File: src/rtl/dcache_mshr_pkg.sv
// Shared types for the data-cache miss-status holding register file.
//   BUS_COMMAND         : memory port command encoding used by the Dmem bus
//   ENTRY_STATE         : lifecycle of one outstanding-miss entry
//   MSHR_ENTRY          : per-entry payload (state, block address, LSQ index, memory tag)
//   DCACHE_BLOCK_OFFSET : log2 of the cache block size in bytes
//   block_addr()        : clears the in-block offset bits of a byte address
package dcache_mshr_pkg;

    typedef enum logic [1:0] {
        BUS_NONE  = 2'h0,
        BUS_LOAD  = 2'h1,
        BUS_STORE = 2'h2
    } BUS_COMMAND;

    typedef enum logic [1:0] {
        INVALID    = 2'h0,
        WAIT_ISSUE = 2'h1,
        WAIT_DATA  = 2'h2
    } ENTRY_STATE;

    localparam int DCACHE_BLOCK_OFFSET = 3;

    // Entries hold the LSQ index in a fixed-width field so the struct can live
    // in the package; the top narrows it back to LSQ_IDX_W on the way out.
    localparam int MSHR_LSQ_IDX_MAX_W = 8;

    typedef struct packed {
        ENTRY_STATE                    state;
        logic [63:0]                   addr;
        logic [MSHR_LSQ_IDX_MAX_W-1:0] lsq_idx;
        logic [3:0]                    mem_tag;
    } MSHR_ENTRY;

    function automatic logic [63:0] block_addr(input logic [63:0] byte_addr);
        return {byte_addr[63:DCACHE_BLOCK_OFFSET], {DCACHE_BLOCK_OFFSET{1'b0}}};
    endfunction

endpackage

File: src/rtl/dcache_mshr_if.sv
// Bundle of every signal between the MSHR file and its neighbours:
//   request side  : req_valid/req_addr/req_lsq_idx in, req_ready/req_conflict out
//   memory side   : mem_busy, Dmem2proc_response/tag/data in,
//                   proc2Dmem_command/addr out
//   fill side     : fill_valid/fill_addr/fill_data/fill_lsq_idx out
//   status        : occupancy, full out
// modport slave  : the MSHR file itself
// modport master : controller / memory model driving the MSHR file
interface dcache_mshr_if
    import dcache_mshr_pkg::*;
#(
    parameter int NUM_MSHR  = 4,
    parameter int LSQ_IDX_W = 3
);
    localparam int OCC_W = $clog2(NUM_MSHR + 1);

    logic                 req_valid;
    logic [63:0]          req_addr;
    logic [LSQ_IDX_W-1:0] req_lsq_idx;
    logic                 req_ready;
    logic                 req_conflict;

    logic                 mem_busy;
    BUS_COMMAND           proc2Dmem_command;
    logic [63:0]          proc2Dmem_addr;
    logic [3:0]           Dmem2proc_response;
    logic [3:0]           Dmem2proc_tag;
    logic [63:0]          Dmem2proc_data;

    logic                 fill_valid;
    logic [63:0]          fill_addr;
    logic [63:0]          fill_data;
    logic [LSQ_IDX_W-1:0] fill_lsq_idx;

    logic [OCC_W-1:0]     occupancy;
    logic                 full;

    modport slave (
        input  req_valid, req_addr, req_lsq_idx,
        input  mem_busy, Dmem2proc_response, Dmem2proc_tag, Dmem2proc_data,
        output req_ready, req_conflict,
        output proc2Dmem_command, proc2Dmem_addr,
        output fill_valid, fill_addr, fill_data, fill_lsq_idx,
        output occupancy, full
    );

    modport master (
        output req_valid, req_addr, req_lsq_idx,
        output mem_busy, Dmem2proc_response, Dmem2proc_tag, Dmem2proc_data,
        input  req_ready, req_conflict,
        input  proc2Dmem_command, proc2Dmem_addr,
        input  fill_valid, fill_addr, fill_data, fill_lsq_idx,
        input  occupancy, full
    );

endinterface

File: src/rtl/dcache_mshr_pri_enc.sv
// Lowest-index priority encoder.
//   req   : one request bit per entry
//   found : at least one request bit is set
//   idx   : index of the lowest set bit (0 when found is low)
module mshr_pri_enc #(
    parameter int N     = 4,
    parameter int IDX_W = $clog2(N)
) (
    input  logic [N-1:0]     req,
    output logic             found,
    output logic [IDX_W-1:0] idx
);

    // Walk from the top down so the last hit written is the lowest index.
    always_comb begin
        found = |req;
        idx   = '0;
        for (int i = N - 1; i >= 0; i--) begin
            if (req[i]) begin
                idx = IDX_W'(i);
            end
        end
    end

endmodule

File: src/rtl/dcache_mshr.sv
// Miss-status holding register file between the Dcache controller and the
// data memory port. Accepts block-miss loads, issues them as BUS_LOAD, binds
// each to the transaction tag memory returns, and on completion delivers the
// block address, data and LSQ index of the waiting miss.
//   clock, reset : system clock, asynchronous active-high reset
//   bus          : dcache_mshr_if.slave (request, memory, fill and status signals)
module dcache_mshr
    import dcache_mshr_pkg::*;
#(
    parameter int NUM_MSHR  = 4,
    parameter int LSQ_IDX_W = 3
) (
    input logic          clock,
    input logic          reset,
    dcache_mshr_if.slave bus
);

    localparam int IDX_W = $clog2(NUM_MSHR);
    localparam int OCC_W = $clog2(NUM_MSHR + 1);

    MSHR_ENTRY entry_q [NUM_MSHR];
    logic [OCC_W-1:0] occ_q;

    logic                 fill_valid_q;
    logic [63:0]          fill_addr_q;
    logic [63:0]          fill_data_q;
    logic [LSQ_IDX_W-1:0] fill_lsq_idx_q;

    logic [NUM_MSHR-1:0] free_vec;
    logic [NUM_MSHR-1:0] issue_vec;
    logic [NUM_MSHR-1:0] hit_vec;
    logic [NUM_MSHR-1:0] done_vec;

    logic             free_found, issue_found, done_found;
    logic [IDX_W-1:0] free_idx, issue_idx, done_idx;

    logic [63:0] req_blk;
    logic        alloc;
    logic        issue;
    logic        issue_ack;

    logic dup_tag;
    logic dup_addr;

    // Per-entry classification, all from registered state plus this cycle's inputs.
    always_comb begin
        req_blk   = block_addr(bus.req_addr);
        free_vec  = '0;
        issue_vec = '0;
        hit_vec   = '0;
        done_vec  = '0;
        for (int i = 0; i < NUM_MSHR; i++) begin
            free_vec[i]  = (entry_q[i].state == INVALID);
            issue_vec[i] = (entry_q[i].state == WAIT_ISSUE);
            hit_vec[i]   = (entry_q[i].state != INVALID) && (entry_q[i].addr == req_blk);
            done_vec[i]  = (entry_q[i].state == WAIT_DATA) &&
                           (bus.Dmem2proc_tag != 4'h0) &&
                           (entry_q[i].mem_tag == bus.Dmem2proc_tag);
        end
    end

    mshr_pri_enc #(.N(NUM_MSHR), .IDX_W(IDX_W)) u_free_enc (
        .req   (free_vec),
        .found (free_found),
        .idx   (free_idx)
    );

    mshr_pri_enc #(.N(NUM_MSHR), .IDX_W(IDX_W)) u_issue_enc (
        .req   (issue_vec),
        .found (issue_found),
        .idx   (issue_idx)
    );

    // Memory never has two live copies of a tag, so at most one bit is set here.
    mshr_pri_enc #(.N(NUM_MSHR), .IDX_W(IDX_W)) u_done_enc (
        .req   (done_vec),
        .found (done_found),
        .idx   (done_idx)
    );

    // A conflicting request is refused even when the matching entry completes
    // this cycle; the free check only sees entries free before this edge.
    assign alloc            = bus.req_valid && !(|hit_vec) && free_found;
    assign bus.req_ready    = alloc;
    assign bus.req_conflict = bus.req_valid && (|hit_vec);

    // The writeback store owns the port while mem_busy is high, so any
    // response seen then belongs to it and must not bind to an entry.
    assign issue     = !bus.mem_busy && issue_found;
    assign issue_ack = issue && (bus.Dmem2proc_response != 4'h0);

    always_comb begin
        bus.proc2Dmem_command = BUS_NONE;
        bus.proc2Dmem_addr    = '0;
        if (issue) begin
            bus.proc2Dmem_command = BUS_LOAD;
            bus.proc2Dmem_addr    = entry_q[issue_idx].addr;
        end
    end

    // Entry updates: completion, issue and allocation touch disjoint states
    // (WAIT_DATA, WAIT_ISSUE, INVALID), so they never collide on one entry.
    always_ff @(posedge clock or posedge reset) begin
        if (reset) begin
            for (int i = 0; i < NUM_MSHR; i++) begin
                entry_q[i] <= '0;
            end
        end else begin
            for (int i = 0; i < NUM_MSHR; i++) begin
                if (done_vec[i]) begin
                    entry_q[i].state <= INVALID;
                end
                if (issue_ack && (issue_idx == IDX_W'(i))) begin
                    entry_q[i].state   <= WAIT_DATA;
                    entry_q[i].mem_tag <= bus.Dmem2proc_response;
                end
                if (alloc && (free_idx == IDX_W'(i))) begin
                    entry_q[i].state   <= WAIT_ISSUE;
                    entry_q[i].addr    <= req_blk;
                    entry_q[i].lsq_idx <= MSHR_LSQ_IDX_MAX_W'(bus.req_lsq_idx);
                    entry_q[i].mem_tag <= 4'h0;
                end
            end
        end
    end

    // Fill registers: one-cycle pulse per matched completion, payload held otherwise.
    always_ff @(posedge clock or posedge reset) begin
        if (reset) begin
            fill_valid_q   <= 1'b0;
            fill_addr_q    <= '0;
            fill_data_q    <= '0;
            fill_lsq_idx_q <= '0;
        end else begin
            fill_valid_q <= done_found;
            if (done_found) begin
                fill_addr_q    <= entry_q[done_idx].addr;
                fill_data_q    <= bus.Dmem2proc_data;
                fill_lsq_idx_q <= LSQ_IDX_W'(entry_q[done_idx].lsq_idx);
            end
        end
    end

    always_ff @(posedge clock or posedge reset) begin
        if (reset) begin
            occ_q <= '0;
        end else begin
            occ_q <= occ_q + OCC_W'(alloc) - OCC_W'(done_found);
        end
    end

    assign bus.fill_valid   = fill_valid_q;
    assign bus.fill_addr    = fill_addr_q;
    assign bus.fill_data    = fill_data_q;
    assign bus.fill_lsq_idx = fill_lsq_idx_q;
    assign bus.occupancy    = occ_q;
    assign bus.full         = (occ_q == OCC_W'(NUM_MSHR));

    // Structural invariants: live tags are unique, pending blocks are unique.
    always_comb begin
        dup_tag  = 1'b0;
        dup_addr = 1'b0;
        for (int i = 0; i < NUM_MSHR; i++) begin
            for (int j = i + 1; j < NUM_MSHR; j++) begin
                if ((entry_q[i].state == WAIT_DATA) && (entry_q[j].state == WAIT_DATA) &&
                    (entry_q[i].mem_tag == entry_q[j].mem_tag)) begin
                    dup_tag = 1'b1;
                end
                if ((entry_q[i].state != INVALID) && (entry_q[j].state != INVALID) &&
                    (entry_q[i].addr == entry_q[j].addr)) begin
                    dup_addr = 1'b1;
                end
            end
        end
    end

    always @(posedge clock) begin
        if (!reset) begin
            assert (!dup_tag);
            assert (!dup_addr);
        end
    end

endmodule

File: src/flat_wrapper.sv
// flat-port wrapper written by rule: the top's interface ports become plain ports
module dcache_mshr_flat import dcache_mshr_pkg::*;
#(
    parameter int NUM_MSHR  = 4,
    parameter int LSQ_IDX_W = 3
)
  (clock, reset, bus_req_valid, bus_req_addr, bus_req_lsq_idx, bus_mem_busy, bus_Dmem2proc_response, bus_Dmem2proc_tag, bus_Dmem2proc_data, bus_req_ready, bus_req_conflict, bus_proc2Dmem_command, bus_proc2Dmem_addr, bus_fill_valid, bus_fill_addr, bus_fill_data, bus_fill_lsq_idx, bus_occupancy, bus_full);
  dcache_mshr_if #(.NUM_MSHR(NUM_MSHR), .LSQ_IDX_W(LSQ_IDX_W)) bus_i ();
  input logic clock;
  input logic reset;
  input wire logic [$bits(bus_i.req_valid)-1:0] bus_req_valid;
  input wire logic [$bits(bus_i.req_addr)-1:0] bus_req_addr;
  input wire logic [$bits(bus_i.req_lsq_idx)-1:0] bus_req_lsq_idx;
  input wire logic [$bits(bus_i.mem_busy)-1:0] bus_mem_busy;
  input wire logic [$bits(bus_i.Dmem2proc_response)-1:0] bus_Dmem2proc_response;
  input wire logic [$bits(bus_i.Dmem2proc_tag)-1:0] bus_Dmem2proc_tag;
  input wire logic [$bits(bus_i.Dmem2proc_data)-1:0] bus_Dmem2proc_data;
  output wire logic [$bits(bus_i.req_ready)-1:0] bus_req_ready;
  output wire logic [$bits(bus_i.req_conflict)-1:0] bus_req_conflict;
  output wire logic [$bits(bus_i.proc2Dmem_command)-1:0] bus_proc2Dmem_command;
  output wire logic [$bits(bus_i.proc2Dmem_addr)-1:0] bus_proc2Dmem_addr;
  output wire logic [$bits(bus_i.fill_valid)-1:0] bus_fill_valid;
  output wire logic [$bits(bus_i.fill_addr)-1:0] bus_fill_addr;
  output wire logic [$bits(bus_i.fill_data)-1:0] bus_fill_data;
  output wire logic [$bits(bus_i.fill_lsq_idx)-1:0] bus_fill_lsq_idx;
  output wire logic [$bits(bus_i.occupancy)-1:0] bus_occupancy;
  output wire logic [$bits(bus_i.full)-1:0] bus_full;
  assign bus_i.req_valid = bus_req_valid;
  assign bus_i.req_addr = bus_req_addr;
  assign bus_i.req_lsq_idx = bus_req_lsq_idx;
  assign bus_i.mem_busy = bus_mem_busy;
  assign bus_i.Dmem2proc_response = bus_Dmem2proc_response;
  assign bus_i.Dmem2proc_tag = bus_Dmem2proc_tag;
  assign bus_i.Dmem2proc_data = bus_Dmem2proc_data;
  assign bus_req_ready = bus_i.req_ready;
  assign bus_req_conflict = bus_i.req_conflict;
  assign bus_proc2Dmem_command = bus_i.proc2Dmem_command;
  assign bus_proc2Dmem_addr = bus_i.proc2Dmem_addr;
  assign bus_fill_valid = bus_i.fill_valid;
  assign bus_fill_addr = bus_i.fill_addr;
  assign bus_fill_data = bus_i.fill_data;
  assign bus_fill_lsq_idx = bus_i.fill_lsq_idx;
  assign bus_occupancy = bus_i.occupancy;
  assign bus_full = bus_i.full;
  dcache_mshr #(.NUM_MSHR(NUM_MSHR), .LSQ_IDX_W(LSQ_IDX_W)) u_core (.clock(clock), .reset(reset), .bus(bus_i));
endmodule
File: config.mk
export PLATFORM = sky130hd
export DESIGN_NAME = dcache_mshr_flat
export DESIGN_NICKNAME = d
export VERILOG_FILES = /design/src/rtl/dcache_mshr_pkg.sv /design/src/rtl/dcache_mshr_if.sv /design/src/rtl/dcache_mshr_pri_enc.sv /design/src/rtl/dcache_mshr.sv /design/src/flat_wrapper.sv
export SDC_FILE = /design/constraint.sdc
export NUM_CORES = 1
export LEC_CHECK = 0
export CAP_MARGIN = 40
export CORE_MARGIN = 8
export CORE_UTILIZATION = 57
export CTS_CLUSTER_SIZE = 30
export DETAILED_ROUTE_END_ITERATION = 16
export PLACE_DENSITY = 0.84
export SLEW_MARGIN = 20
export SYNTH_ARGS = -nofsm -noshare
export SYNTH_HDL_FRONTEND = slang
export SYNTH_HIERARCHICAL = 1
export SYNTH_SLANG_ARGS = --single-unit
File: constraint.sdc
create_clock -name clock -period 49 [get_ports clock]
set_clock_uncertainty 0.15 [all_clocks]
set_input_delay 14.7 -clock clock [delete_from_list [all_inputs] [get_ports clock]]
set_output_delay 14.7 -clock clock [all_outputs]
set_load 0.005 [all_outputs]
### After elaboration in Yosys (flattened, before gate mapping)

Cells that the tools add are included.

* flip-flop bits (word level): 415
* bits of input ports: 143
* logic and storage cells: 137

* $add $sub $neg: 2
* order comparisons: 2
* eq/ne operators: 23
* muxes and demuxes: 36
* bitwise gates (word level): 2
* reduce and logical (&&, ||, !) cells: 51

Operators with widths (number)
* 78-bit binary-select mux with 2-bit select: 2
* 78-bit two-way mux: 4
* 76-bit two-way mux: 4
* 61-bit equality test: 4
* 64-bit two-way mux: 1
* 2-bit two-way mux: 20
* 1-bit logical AND: 25
* 2-bit equality test, second input constant: 8
* 4-bit equality test: 4
* 4-bit two-way mux: 4
* 2-bit nonzero test: 8
* 4-bit OR reduction: 4
* 2-bit by 1-bit equality test with 1-bit output, second input constant: 6
* 2-bit logical NOT: 6
* 3-bit nonzero test: 4
* 4-bit nonzero test: 2
* 3-bit >= comparator, second input constant: 2
* 2-bit inverter with 3-bit output: 2
* 3-bit by 1-bit adder with 3-bit output: 1
* 3-bit equality test, second input constant: 1
* 3-bit by 1-bit subtractor with 3-bit output: 1
* 1-bit logical NOT: 2
* 1-bit two-way mux: 1

### Depth between registers and ports, before layout

Gate-level depths: netlist of run 1.

* depth after elaboration: 11
* depth in mapped cells: 14
* mapped depth without buffers: 13

### By module

The synthesis of run 1 kept the hierarchy.

By module, submodules not included
* dcache_mshr: times used 1, cells each 1627, area an instance 22960.8 um2
* mshr_pri_enc: times used 3, cells each 7, area an instance 35.0 um2

### Worst setup path after synthesis of run 1

No wires, ideal clock.

* path kind: in2out
* start point: in bus_req_addr[16]
* end point: out bus_req_conflict
* data arrival time: 16.317 ns
* data required time: 34.150 ns
* setup slack: 17.833 ns
* stages on the path: 9
* path buffers: 2
* cells stage by stage: buf_2 -> inv_1 -> o22ai_1 -> nor4_1 -> and4_1 -> a32oi_1 -> clkbuf_1 -> nand2_1 -> and2_1

* cells in the longest elaborated chain, start to end: 4
* elaborated cells between the ends (all ways): 10
* those cells by class: eq/ne (4); reduce/logical (6)

RTL lines
* start: declaration: line flat_wrapper.sv:12 `input wire logic [$bits(bus_i.req_addr)-1:0] bus_req_addr;`
* 61-bit equality test: line dcache_mshr.sv:55 `hit_vec[i] = (entry_q[i].state != INVALID) && (entry_q[i].addr == req_blk);`
* 1-bit logical AND: line dcache_mshr.sv:55
* 4-bit OR reduction *: line dcache_mshr.sv:85 `assign bus.req_conflict = bus.req_valid && (|hit_vec);`
* 1-bit logical AND *: line dcache_mshr.sv:85
* end: declaration: line flat_wrapper.sv:19 `output wire logic [$bits(bus_i.req_conflict)-1:0] bus_req_conflict;`

Mark *: on every way between the ends. The rest lies on a longest branch, timed or not.

### Final worst setup path of run 1

* start point: in bus_req_addr[6]
* end point: out bus_req_conflict

The elaborated chain is that of the path after synthesis.

==> impl_metrics.py, run 1 <==
metrics = {
    "yosys": {
        "yosysSeqAreaShare": 0.447,
        "yosys_warnings": 6,
        "synth.avg_cell_area_um2": 14.0,
        "synth_area_leaders": "dfrtp_1 45%, mux4_2 12%, mux2_2 10%",
        "yosys-top-cells-count": "412 x dfrtp_1, 210 x mux2_2, 192 x xor2_1",
        "synth-seq-cells": 412,
        "syn_inst": 1648,
        "synth.most_common_cell": "dfrtp_1",
        "synth_edf_count": 0,
        "synth_ff_type": "dfrtp_1",
        "async_flop_share": 1.00,
        "synth_top_cell_by_area": "dfrtp_1",
        "yosysTopAreaCellShare": 0.447,
        "synth_cell_types": 57,
        "synth_area_mm2": 0.0231,
    },
    "grt": {
        "grt_pass1_wl_um": 105000,
        "grt_max_degree": 178,
        "gr-total-overflow": 0,
        "grt_use_total": 0.295,
        "antenna_found_initial": 10,
        "grt_pass1_vias": 15900,
    },
    "placed_design": {
        "numPortBuffers": 336,
        "hpwlAfterDp_um": 51600,
        "gp_congestion": 0.976,
        "place_area_mm2": 0.0264,
    },
    "worst_setup_path": {
        "endpoint_kind": "output pin",
        "arrival_ns": 18.21,
        "critPathMaxFanout": 8,
        "r2r_cells": 9,
        "start_kind": "input port",
        "worst_ep_required_time_ns": 34.15,
        "critPathKind": "input port to output pin",
        "rrSetupSlack_ns": 44.43,
    },
    "sta": {
        "tightest_slew_ns": 1.14,
        "timing.final.hold_violations": 0,
        "tns_ns": 0,
        "hold_ws_ns": 0.349,
        "slew_headroom": 0.240,
        "drv_slew": 0,
        "final_period_minus_worst_setup_slack_ns": 33.06,
        "setup_violations": 0,
        "max_freq_mhz": 30.3,
        "rsz0062_at_grt": "false",
        "min_period_over_period": 0.675,
    },
    "layout": {
        "nets": 2062,
        "drive_above_1_share": 0.293,
        "area_growth_pct": 21.3,
        "n_fill_cell": 2684,
        "fin_area_mm2": 0.0280,
    },
    "power": {
        "power_mw": 2.11,
        "p_per_area_mw_per_mm2": 75.6,
        "peakVddDrop_uv": 54.1,
        "power.leakage_nw": 11.9,
    },
    "floorplan": {
        "die_area_mm2": 0.0472,
        "core_mm2": 0.0398,
        "die_y_um": 217,
        "start_util": 0.579,
        "die_w_um": 217,
        "fp-row-count": 73,
        "ioPinCount": 347,
    },
    "routing": {
        "vias": 15400,
        "wl_per_cell_um": 28.6,
        "first_pass_iters": 7,
        "postRouteAntennaNets": 0,
        "drt-total-wl_um": 70900,
        "drt_iter0_drc": 1402,
        "via_per_inst": 6.19,
        "drcViolationCount": 0,
    },
    "cts": {
        "clock_latency_ns": 0.59,
        "cts_hold_buf": 0,
        "post-cts-setup-buffer-count": 0,
        "cts-root-buf": "clkbuf_16",
        "numClockSinks": 412,
        "path_clk_slew_ns": 0.05,
        "cts_buffer_depth": 3,
        "cts_tree": "built",
        "cts_made_buffers": 45,
        "cts_htree_levels": 2,
        "cts_resized": 0,
    },
    "min_path": {
        "hold_class": "flop to flop",
        "worstHoldPathCells": 2,
    },
    "run_status": {
        "status": "finished, final reports clean",
    },
    "flow_run": {
        "cap_violations": 0,
    },
}
==> worst max-delay path, cell delays in order <==
cell and delay [ns]:
clkdlybuf4s50_1 0.69, xor2_1 0.26, nor4_1 0.52, nand4_1 0.25
nor4_2 0.86, a21oi_1 0.12, nand2_1 0.17, and2_1 0.14
clkdlybuf4s50_1 0.49
==> cells by family (layout without fill, tap and decap cells) <==
kind of cell,count (synthesis),after routing,synth area share
simple gates,221,221,0.0577
buf+inv,198,492,0.0537
mux,525,525,0.334
other cells,1,14,0.000163
compound gates,63,63,0.0201
xor+xnor,225,225,0.0854
fa+ha+maj,3,3,0.00195
flops,412,412,0.447
==> placed cells by master, fill, tap and decap left out, types with 5 or more instances in the layout <==
cell / Yosys / routed
conb_1: 1 / 7
nand2_1: 16 / 14
buf_4: 45 / 20
nand2b_1: 13 / 13
diode_2: 0 / 7
xnor2_1: 33 / 33
mux2_1: 57 / 57
mux2i_1: 23 / 23
o22ai_1: 13 / 13
inv_1: 44 / 43
xor2_1: 192 / 192
nor2_1: 23 / 23
a21oi_1: 17 / 17
and2_1: 62 / 62
clkbuf_16: 0 / 46
clkbuf_1: 41 / 8
mux4_2: 125 / 125
nor2b_1: 16 / 15
clkdlybuf4s50_1: 0 / 336
nor3_1: 7 / 5
buf_12: 11 / 6
dfrtp_1: 412 / 412
mux2_2: 210 / 210
nor4_1: 48 / 48
clkbuf_8: 0 / 15
mux2_4: 110 / 110
nand4_1: 19 / 19
==> power breakdown <==
part	total (mW)	switching (mW)	internal, mW
clock	0.349	0.143	0.206
combinational	1.08	0.465	0.619
sequential	0.682	0.167	0.515
total	2.11	0.775	1.34
==> layout make-up <==
| cell class | instances | area (um^2) | area share |
|---|---|---|---|
| Clock inverter | 10 | 133 | 0.00474 |
| Inverter | 46 | 180 | 0.00644 |
| Clock buffer | 69 | 1390 | 0.0496 |
| Tap cell | 525 | 657 | 0.0235 |
| Timing Repair Buffer | 367 | 3680 | 0.132 |
| Sequential cell | 412 | 10300 | 0.369 |
| Antenna cell | 7 | 17.5 | 0.000626 |
| Multi-Input combinational cell | 1044 | 11600 | 0.415 |
==> metrics by stage <==
| step | util | setup WS, ns | instances |
|---|---|---|---|
| after floorplan | - | 17.83 | 1654 |
| after global placement | 0.660 | 16.12 | 2384 |
| after detailed placement | 0.664 | 16.05 | 2392 |
| after CTS | 0.702 | 16.07 | 2471 |
| after global routing | 0.702 | 15.89 | 2476 |
| final | 0.702 | 15.94 | 2480 |
==> path summary, 6_finish.rpt <==
kind                                startpoint                  endpoint
max in group asynchronous                reset  u_core/bus.fill_addr[30]
min reg2reg                 u_core/entry_q[76]        u_core/entry_q[76]
max reg2reg                u_core/entry_q[302]       u_core/entry_q[152]
min                         u_core/entry_q[76]        u_core/entry_q[76]
max                            bus_req_addr[6]          bus_req_conflict
min in group asynchronous                reset  u_core/bus.fill_data[50]
==> routing by layer <==
metal	part of all wire	GRT usage	vias up
met4	0.037	0.115	6
met2	0.48	0.470	721
met5	0.00058	0	-
met1	0.40	0.385	8017
li1	-	-	6475
met3	0.087	0.0743	138
==> sequential cells by signal, summed over array words and instances, names as in the netlist <==
| name | flops |
|---|---|
| u_core/bus.fill_addr | 61 |
| u_core/bus.fill_data | 64 |
| u_core/bus.fill_lsq_idx | 3 |
| u_core/bus.fill_valid | 1 |
| u_core/bus.occupancy | 3 |
| u_core/entry_q | 280 |
(Power assumes the default switching activity.)
==> run 2: changes to the inputs <==
--- a/config.mk
+++ b/config.mk
@@ -7,10 +7,10 @@
 export LEC_CHECK = 0
 export CAP_MARGIN = 40
 export CORE_MARGIN = 8
-export CORE_UTILIZATION = 57
+export CORE_UTILIZATION = 55
 export CTS_CLUSTER_SIZE = 30
 export DETAILED_ROUTE_END_ITERATION = 16
-export PLACE_DENSITY = 0.84
+export PLACE_DENSITY = 0.81
 export SLEW_MARGIN = 20
 export SYNTH_ARGS = -nofsm -noshare
 export SYNTH_HDL_FRONTEND = slang
==> constraint.sdc (replaced) <==
create_clock -name clock -period 34.3 [get_ports clock]
set_clock_uncertainty 0.15 [all_clocks]
set_input_delay 10.29 -clock clock [delete_from_list [all_inputs] [get_ports clock]]
set_output_delay 10.29 -clock clock [all_outputs]
set_load 0.005 [all_outputs]
==> impl_metrics.py, run 2 (synthesized netlist as in run 1, its figures left out) <==
metrics = {
    "run_status": {
        "status": "finished, final reports clean",
    },
    "power": {
        "p_clk_frac": 0.171,
        "combPwrFrac": 0.509,
        "p_sw_frac": 0.365,
        "power.leakage_nw": 11.9,
        "peakVddDrop_uv": 63.3,
        "switching_power_mw": 1.11,
        "internal_power_mw": 1.93,
        "p_per_area_mw_per_mm2": 108,
        "seqPwrFrac": 0.320,
    },
    "floorplan": {
        "core_mm2": 0.0417,
        "die_y_um": 221,
        "die_w_um": 221,
        "ioPinCount": 347,
        "start_util": 0.554,
        "die_area_mm2": 0.0487,
        "fp-row-count": 75,
    },
    "grt": {
        "grt_max_degree": 176,
        "antenna_found_initial": 11,
        "gr-total-overflow": 0,
        "grt_use_total": 0.290,
        "grt_pass1_wl_um": 105000,
        "grt_pass1_vias": 15900,
    },
    "worst_setup_path": {
        "endpoint_kind": "output pin",
        "worst_ep_required_time_ns": 23.86,
        "cpMostUsedCell": "clkdlybuf4s50_1",
        "rrSetupSlack_ns": 29.49,
        "critPathMaxFanout": 8,
        "start_kind": "input port",
        "cp_slowest_cell": "nor4_2",
        "slowest_delay_ns": 0.83,
        "critPathKind": "input port to output pin",
        "critPathTopFamily": "simple AND/OR/NAND/NOR gates",
        "cp.buffers_inverters": 2,
        "arrival_ns": 13.97,
        "crit_path_cell_trace": "clkdlybuf4s50_1 -> xor2_1 -> nor4_1 -> nand4_1 -> nor4_2 -> a21oi_1 -> nand2_1 -> and2_1 -> clkdlybuf4s50_1",
    },
    "cts": {
        "cts_tree": "built",
        "path_clk_slew_ns": 0.06,
        "cts_hold_buf": 0,
        "cts_resized": 0,
        "cts_made_buffers": 47,
        "post-cts-setup-buffer-count": 0,
        "cts_buffer_depth": 3,
        "numClockSinks": 412,
        "cts_htree_levels": 2,
        "clock_latency_ns": 0.60,
        "cts-root-buf": "clkbuf_16",
    },
    "layout": {
        "nets": 2063,
        "drive_above_1_share": 0.294,
        "layout_commonest_cell": "dfrtp_1",
        "mostFrequentLayoutCells": "412 x dfrtp_1, 336 x clkdlybuf4s50_1, 210 x mux2_2, 192 x xor2_1, 125 x mux4_2",
        "regMostFlops": "u_core/entry_q",
        "n_fill_cell": 2957,
        "largest_register_ff_count": 280,
        "area_growth_pct": 21.7,
    },
    "routing": {
        "drt_iter0_drc": 1426,
        "postRouteAntennaNets": 0,
        "wl_per_cell_um": 28.3,
        "first_pass_iters": 5,
        "vias": 15100,
        "via_per_inst": 6.07,
        "drt-total-wl_um": 70600,
        "drcViolationCount": 0,
    },
    "flow_run": {
        "cap_violations": 0,
    },
    "placed_design": {
        "gp_congestion": 0.981,
        "hpwlAfterDp_um": 51300,
        "numPortBuffers": 336,
        "pre_cts_slack_ns": 10.05,
    },
    "sta": {
        "rsz0062_at_grt": "false",
        "slew_headroom": 0.324,
        "final_period_minus_worst_setup_slack_ns": 24.41,
        "setup_violations": 0,
        "drv_slew": 0,
        "tns_ns": 0,
        "min_period_over_period": 0.712,
        "max_freq_mhz": 41.0,
        "timing.final.hold_violations": 0,
        "setup_ws_ns": 9.89,
        "tightest_slew_ns": 1.01,
    },
    "min_path": {
        "hold_class": "flop to flop",
    },
}
[run 2: metrics by stage]
stage	hold WS (ns)	area, um^2	cells	power (mW)	utilization
after floorplan	0.319	23100	1654	1.88	-
after global placement	0.331	26300	2395	2.45	0.631
after detailed placement	0.340	26400	2401	2.50	0.634
after CTS	0.354	28000	2484	3.04	0.672
after global routing	0.371	28100	2493	3.17	0.673
final	0.355	28100	2495	3.04	0.674
[run 2: worst reg2reg max path: stages (launching register included)]
cell	delay, ns
dfrtp_1	0.42
xor2_1	0.27
nor4_1	0.66
nand4_1	0.29
nor4_2	0.83
a2111oi_1	0.13
buf_4	0.22
nand2_4	0.52
buf_4	0.72
mux2_2	0.47
[run 2: power by group through the flow]
stage / Sequential, mW / Combinational (mW) / Clock (mW)
after floorplan: 0.915 / 0.967 / 0
after global placement: 0.945 / 1.51 / 0
after detailed placement: 0.970 / 1.53 / 0
after CTS: 0.964 / 1.55 / 0.525
after global routing: 1.01 / 1.62 / 0.545
final: 0.971 / 1.55 / 0.519
[run 2: layout make-up]
class / count / area, um^2 / share of cell area
timing repair buffer: 366 / 3690 / 0.132
tap: 539 / 674 / 0.0240
clock buffer: 67 / 1380 / 0.0492
antenna: 5 / 12.5 / 0.000446
sequential: 412 / 10300 / 0.367
multi-input combinational: 1044 / 11600 / 0.414
inverter: 46 / 180 / 0.00642
clock inverter: 16 / 204 / 0.00727
[run 2: per-layer routing]
layer  wire (um)  global-route usage  share of wire  vias to the layer above
li1            -                   -              -                     6465
met1       28200               0.383           0.40                     7876
met2       33100               0.448           0.47                      612
met3        6110              0.0770          0.086                      174
met4        3100               0.129          0.044                       14
met5          88                   0         0.0012                        -
[run 2: path summary, 6_finish.rpt]
path                                            end  cells past startpoint               startpoint
min reg2reg                 u_core/bus.fill_addr[5]                      1  u_core/bus.fill_addr[5]
min                         u_core/bus.fill_addr[5]                      1  u_core/bus.fill_addr[5]
max reg2reg                     u_core/entry_q[138]                      9      u_core/entry_q[252]
max in group asynchronous       u_core/entry_q[279]                      6                    reset
min in group asynchronous  u_core/bus.fill_data[58]                      2                    reset
max                                bus_req_conflict                      9          bus_req_addr[6]
